## config.mk

```make
export PLATFORM = sky130hd
export DESIGN_NAME = ones_frame_accum
export DESIGN_NICKNAME = d
export VERILOG_FILES = /design/src/rtl/countbits_pkg.sv /design/src/rtl/ones_frame_accum_sat_add.sv /design/src/rtl/ones_frame_accum.sv
export SDC_FILE = /design/constraint.sdc
export NUM_CORES = 1
export LEC_CHECK = 0
export ABC_AREA = 0
export BUFFER_PORTS_ARGS = -buffer_cell sky130_fd_sc_hd__buf_2
export CAP_MARGIN = 20
export CORE_MARGIN = 2
export CORE_UTILIZATION = 60
export DETAILED_ROUTE_END_ITERATION = 6
export PLACE_DENSITY = 0.91
export SLEW_MARGIN = 20
export SYNTH_ARGS = -nofsm -noshare
export SYNTH_HDL_FRONTEND = slang
export SYNTH_SLANG_ARGS = --single-unit
export TNS_END_PERCENT = 1
```

## constraint.sdc

```tcl
create_clock -name clk -period 6.03 [get_ports clk]
set_input_delay 0.603 -clock clk [delete_from_list [all_inputs] [get_ports clk]]
set_output_delay 0.603 -clock clk [all_outputs]
set_load 0.1 [all_outputs]
```

## src/rtl/countbits_pkg.sv

```systemverilog
// Shared types and width helpers for the bit-counting datapath stages.
package countbits_pkg;

  typedef enum logic {ACCUM, HOLD} state_t;

  function automatic int ONES_W(input int dataWidth);
    return $clog2(dataWidth) + 1;
  endfunction

  // Wide enough to hold the cap value itself, not just cap-1.
  function automatic int WORDS_W(input int maxWords);
    return $clog2(maxWords) + 1;
  endfunction

endpackage

```

## src/rtl/ones_frame_accum_sat_add.sv

```systemverilog
// Combinational unsigned adder that clips at all-ones and flags the overflow.
module sat_add #(
  parameter int W = 16
) (
  input  logic [W-1:0] a_i,
  input  logic [W-1:0] b_i,
  output logic [W-1:0] sum_o,
  output logic         ovf_o
);

  logic [W:0] wideSum;

  // The carry bit is exactly the "true sum >= 2**W" condition.
  assign wideSum = {1'b0, a_i} + {1'b0, b_i};
  assign ovf_o   = wideSum[W];
  assign sum_o   = wideSum[W] ? {W{1'b1}} : wideSum[W-1:0];

endmodule

```

## src/rtl/ones_frame_accum.sv

```systemverilog
// Sums per-word ones counts over a frame and holds the frame result on a
// valid/ready port until the sink takes it.
module ones_frame_accum
  import countbits_pkg::*;
#(
  parameter int DATA_WIDTH = 32,
  parameter int MAX_WORDS  = 256,
  parameter int TOTAL_W    = 16
) (
  input  logic                             clk,
  input  logic                             rst,
  input  logic                             in_valid,
  output logic                             in_ready,
  input  logic [ONES_W(DATA_WIDTH)-1:0]    in_ones,
  input  logic                             in_last,
  output logic                             out_valid,
  input  logic                             out_ready,
  output logic [TOTAL_W-1:0]               out_total,
  output logic [WORDS_W(MAX_WORDS)-1:0]    out_words,
  output logic                             out_sat,
  output logic                             out_trunc
);

  localparam int OW = ONES_W(DATA_WIDTH);
  localparam int WW = WORDS_W(MAX_WORDS);

  state_t             state_q;
  logic [TOTAL_W-1:0] acc_q;
  logic [TOTAL_W-1:0] acc_d;
  logic [WW-1:0]      words_q;
  logic [WW-1:0]      words_d;
  logic               sat_q;
  logic               sat_d;
  logic               addOvf;
  logic [OW-1:0]      clampedOnes;
  logic               capHit;
  logic               frameEnd;

  logic [TOTAL_W-1:0] outTotal_q;
  logic [WW-1:0]      outWords_q;
  logic               outSat_q;
  logic               outTrunc_q;

  // Out-of-range counts never come from upstream, but must not corrupt the sum.
  assign clampedOnes = (in_ones > OW'(DATA_WIDTH)) ? OW'(DATA_WIDTH) : in_ones;

  sat_add #(.W(TOTAL_W)) uSatAdd (
    .a_i   (acc_q),
    .b_i   (TOTAL_W'(clampedOnes)),
    .sum_o (acc_d),
    .ovf_o (addOvf)
  );

  assign sat_d    = sat_q | addOvf;
  assign words_d  = words_q + WW'(1);
  assign capHit   = (words_d == WW'(MAX_WORDS));
  assign frameEnd = in_last | capHit;

  assign in_ready  = (state_q == ACCUM);
  assign out_valid = (state_q == HOLD);
  assign out_total = outTotal_q;
  assign out_words = outWords_q;
  assign out_sat   = outSat_q;
  assign out_trunc = outTrunc_q;

  // Closing a frame snapshots the running sum into the output registers and
  // clears the accumulator in the same edge so the next frame starts clean.
  always_ff @(posedge clk) begin
    if (rst) begin
      state_q    <= ACCUM;
      acc_q      <= '0;
      words_q    <= '0;
      sat_q      <= 1'b0;
      outTotal_q <= '0;
      outWords_q <= '0;
      outSat_q   <= 1'b0;
      outTrunc_q <= 1'b0;
    end else begin
      case (state_q)
        ACCUM: begin
          if (in_valid) begin
            if (frameEnd) begin
              outTotal_q <= acc_d;
              outWords_q <= words_d;
              outSat_q   <= sat_d;
              outTrunc_q <= capHit & ~in_last;
              acc_q      <= '0;
              words_q    <= '0;
              sat_q      <= 1'b0;
              state_q    <= HOLD;
            end else begin
              acc_q   <= acc_d;
              words_q <= words_d;
              sat_q   <= sat_d;
            end
          end
        end
        HOLD: begin
          if (out_ready) begin
            state_q <= ACCUM;
          end
        end
        default: state_q <= ACCUM;
      endcase
    end
  end

endmodule

```

==> run_results.csv <==
group,metric,value,unit
sta,finalWorstPathRequiredPeriod,2630,ps
logic_synthesis,async_reset_ff_frac,0,
route,drc,0,
clock_network,clockBufferDepth,2,
logic_synthesis,synth_xor_area_frac,0.0398,
setup_path,crit_path_top_delay_cell,"nor4_4",
clock_network,cts_inserted_buffers,5,
setup_path,worstPathRequired,6270,ps
layout,nets,387,
layout,drive_gt1_frac,0.182,
sta,worstMarginPinSlew,858,ps
logic_synthesis,synth_top_area_frac,0.378,
power,power.density,245,nW/um^2
route,post_drt_via_cell_ratio,6.22,
setup_path,endpoint_kind,"register",
floorplan,io_pins,40,
sta,clock.fmax,380,MHz
logic_synthesis,synth_adder_area_share,0.0376,
layout,final_cell_mix,"dfxtp_1, buf_2, nor2_1",
floorplan,initial_core_util,0.613,
route,drt_iter0_markers,185,
placed_design,dpl.hpwl,4.54,mm
route,num_vias,2629,
clock_network,cts_sinks,54,
global_routing,grt_max_degree,46,
sta,fin_worst_skew,6.49,ps
setup_path,cp_slowest_stage_delay,650,ps
logic_synthesis,synth_edf_count,0,
sta,rsz0062_at_grt,"no",
logic_synthesis,syn_avg_cell_area,8.38,um^2
sta,slew_headroom,0.428,
floorplan,coreArea,4660,um^2
layout,synthToLayoutAreaGrowth,10.2,%
power,worst_ir_drop_vdd,0.126,mV
layout,n_antenna_cell,0,
layout,fillers,384,
route,wl_per_cell,15.5,um
clock_network,clkTransAtPathRegs,100,ps
clock_network,hold_buffers,0,
setup_path,crit_chain,"buf_2 > nor2b_1 > ha_1 > fa_1 > a21o_1 > a221oi_1 > buf_4 > nor4_4 > nor2_1 > a211oi_2",
logic_synthesis,yosysWarnings,0,
clock_network,cts-resized-gates,0,
global_routing,gr-usage-all-layers,0.262,
logic_synthesis,synth_seq_area_share,0.378,
status,status,"finished clean",
floorplan,die-area,5330,um^2
job,maxCapViolCount,0,
route,drtAntennaViolNets,0,
logic_synthesis,synthMuxAreaShare,0.0175,
global_routing,grt_pass1_vias,2422,
global_routing,grt_pass1_wl,11.1,mm
sta,finalCritPeriodShare,0.437,
logic_synthesis,synth_top_family_by_area,"simple AND/OR/NAND/NOR gates",
setup_path,crit_family,"simple AND/OR/NAND/NOR gates",
setup_path,path_max_fanout,15,
layout,postLayoutCoreUtil,0.676,
logic_synthesis,yosysTopAreaCell,"dfxtp_1",
clock_network,ctsHtreeMaxLevel,2,
setup_path,start_kind,"primary input",
route,drtPass1Iterations,4,
sta,hold_slack,473,ps
setup_path,path_buf_inv,2,
sta,fin_tns_setup,0,ps
placed_design,place.gp.congestion,0.918,
power,p_leak,0.00117,uW
placed_design,io_buffers,39,
setup_path,critPathKind,"in2reg",
logic_synthesis,synth_nets,360,
power,p_total,771,uW
sta,slew_viol_final,0,
setup_path,cp.arrival,2870,ps
layout,final_common_cell,"dfxtp_1",
logic_synthesis,synth_cell_types,49,
clock_network,cts_root_buf,"clkbuf_8",
clock_network,cts_setup_buffers,0,
clock_network,cts_tree,"yes",
sta,setup_viol,0,
logic_synthesis,synth-main-ff-cell,"dfxtp_1",
logic_synthesis,ys_top_cells_by_area,"dfxtp_1, nor2_1, nor3_1",
floorplan,fp.dieW,73.0,um
global_routing,antenna_found_initial,0,
sta,hold_viol_final,0,
floorplan,die_h,73.0,um
clock_network,clk_latency,310,ps
logic_synthesis,ys_ff_latch,54,
logic_synthesis,yosys.area_share.simple,0.257,
worst_hold_path,min_path_type,"reg2reg",
route,wirelength,6.56,mm
logic_synthesis,synthesis.instances,341,
logic_synthesis,synth-compound-area-share,0.213,
floorplan,std_cell_rows,25,
logic_synthesis,netlist_area,2860,um^2
global_routing,grt_remaining_overflow,0,
-- report_power, final --
group          switching [uW]  total [uW]  internal, uW  leakage (uW)
combinational             117         149          31.2      0.000680
sequential               7.10         375           368      0.000439
clock                     124         247           124     0.0000504
-- flip-flops by register name (all words and copies together) (netlist names) --
signal and cells:
acc_q 16, out_total 16, out_words 9, words_q 9, out_sat 1, out_trunc 1, out_valid 1, sat_q 1
-- synthesized netlist by cell type, types with 2 or more instances --
cell and n:
inv_1 8, nand3b_1 4, nor2_1 36, nor2b_1 7, ha_1 7, nor4_2 2
and3_1 5, nor4_1 2, nor3b_1 2, o21ai_0 10, a31oi_1 11, a21oi_1 21
xnor2_1 11, nand2_1 26, o211ai_1 9, nand3_1 12, and2_1 2, buf_6 4
nor3_1 23, nand4_1 3, dfxtp_1 54, nand2b_1 9, o22ai_1 5, mux2i_1 5
buf_4 2, a21o_1 2, a211oi_1 9, buf_2 4, or3_1 3, xor2_1 2
a2111oi_0 2, clkbuf_1 14, a211oi_2 9
-- worst paths after layout --
check	start	end	slack (ps)	cells past startpoint
max	in_ones[5]	out_total[5]	3400	10
min reg2reg	out_words[1]	out_words[1]	470	2
min	out_words[1]	out_words[1]	470	2
max reg2reg	out_valid	acc_q[9]	3400	5
-- worst register-to-register path, cell delays in order (launching register included) --
cell and delay [ps]:
dfxtp_1 430, nand2b_1 600, nor2_1 160, or3_1 620, buf_4 340, a2111oi_0 360
-- area by class of cell --
class	count	area [um^2]	share of cell area
tap	54	67.6	0.0215
sequential	54	1080	0.343
clock inverter	3	45.0	0.0143
timing repair buffer	44	233	0.0739
multi-input combinational	255	1620	0.516
clock buffer	5	68.8	0.0219
inverter	8	30.0	0.00954
-- stage by stage --
stage	setup WS, ps	instance area [um^2]	instances
6_report	3400	3150	423
5_1_grt	3170	3150	423
4_1_cts	3100	3140	423
3_5_place_dp	2760	3030	415
3_3_place_gp	2990	3030	415
2_1_floorplan	3290	2860	341
-- cell families after synthesis --
group           Yosys count
buf+inv                  32
compound gates           86
xor+xnor                 13
mux                       5
fa+ha+maj                 8
flops                    54
simple gates            143
-- per-layer routing --
layer  GRT usage  part of all wire  vias up
li1            -                 -     1291
met1       0.330              0.44     1243
met2       0.438              0.49       79
met3      0.0483             0.053       16
met4       0.111             0.023        0
met5           0                 0        -
(Power assumes the default switching activity.)
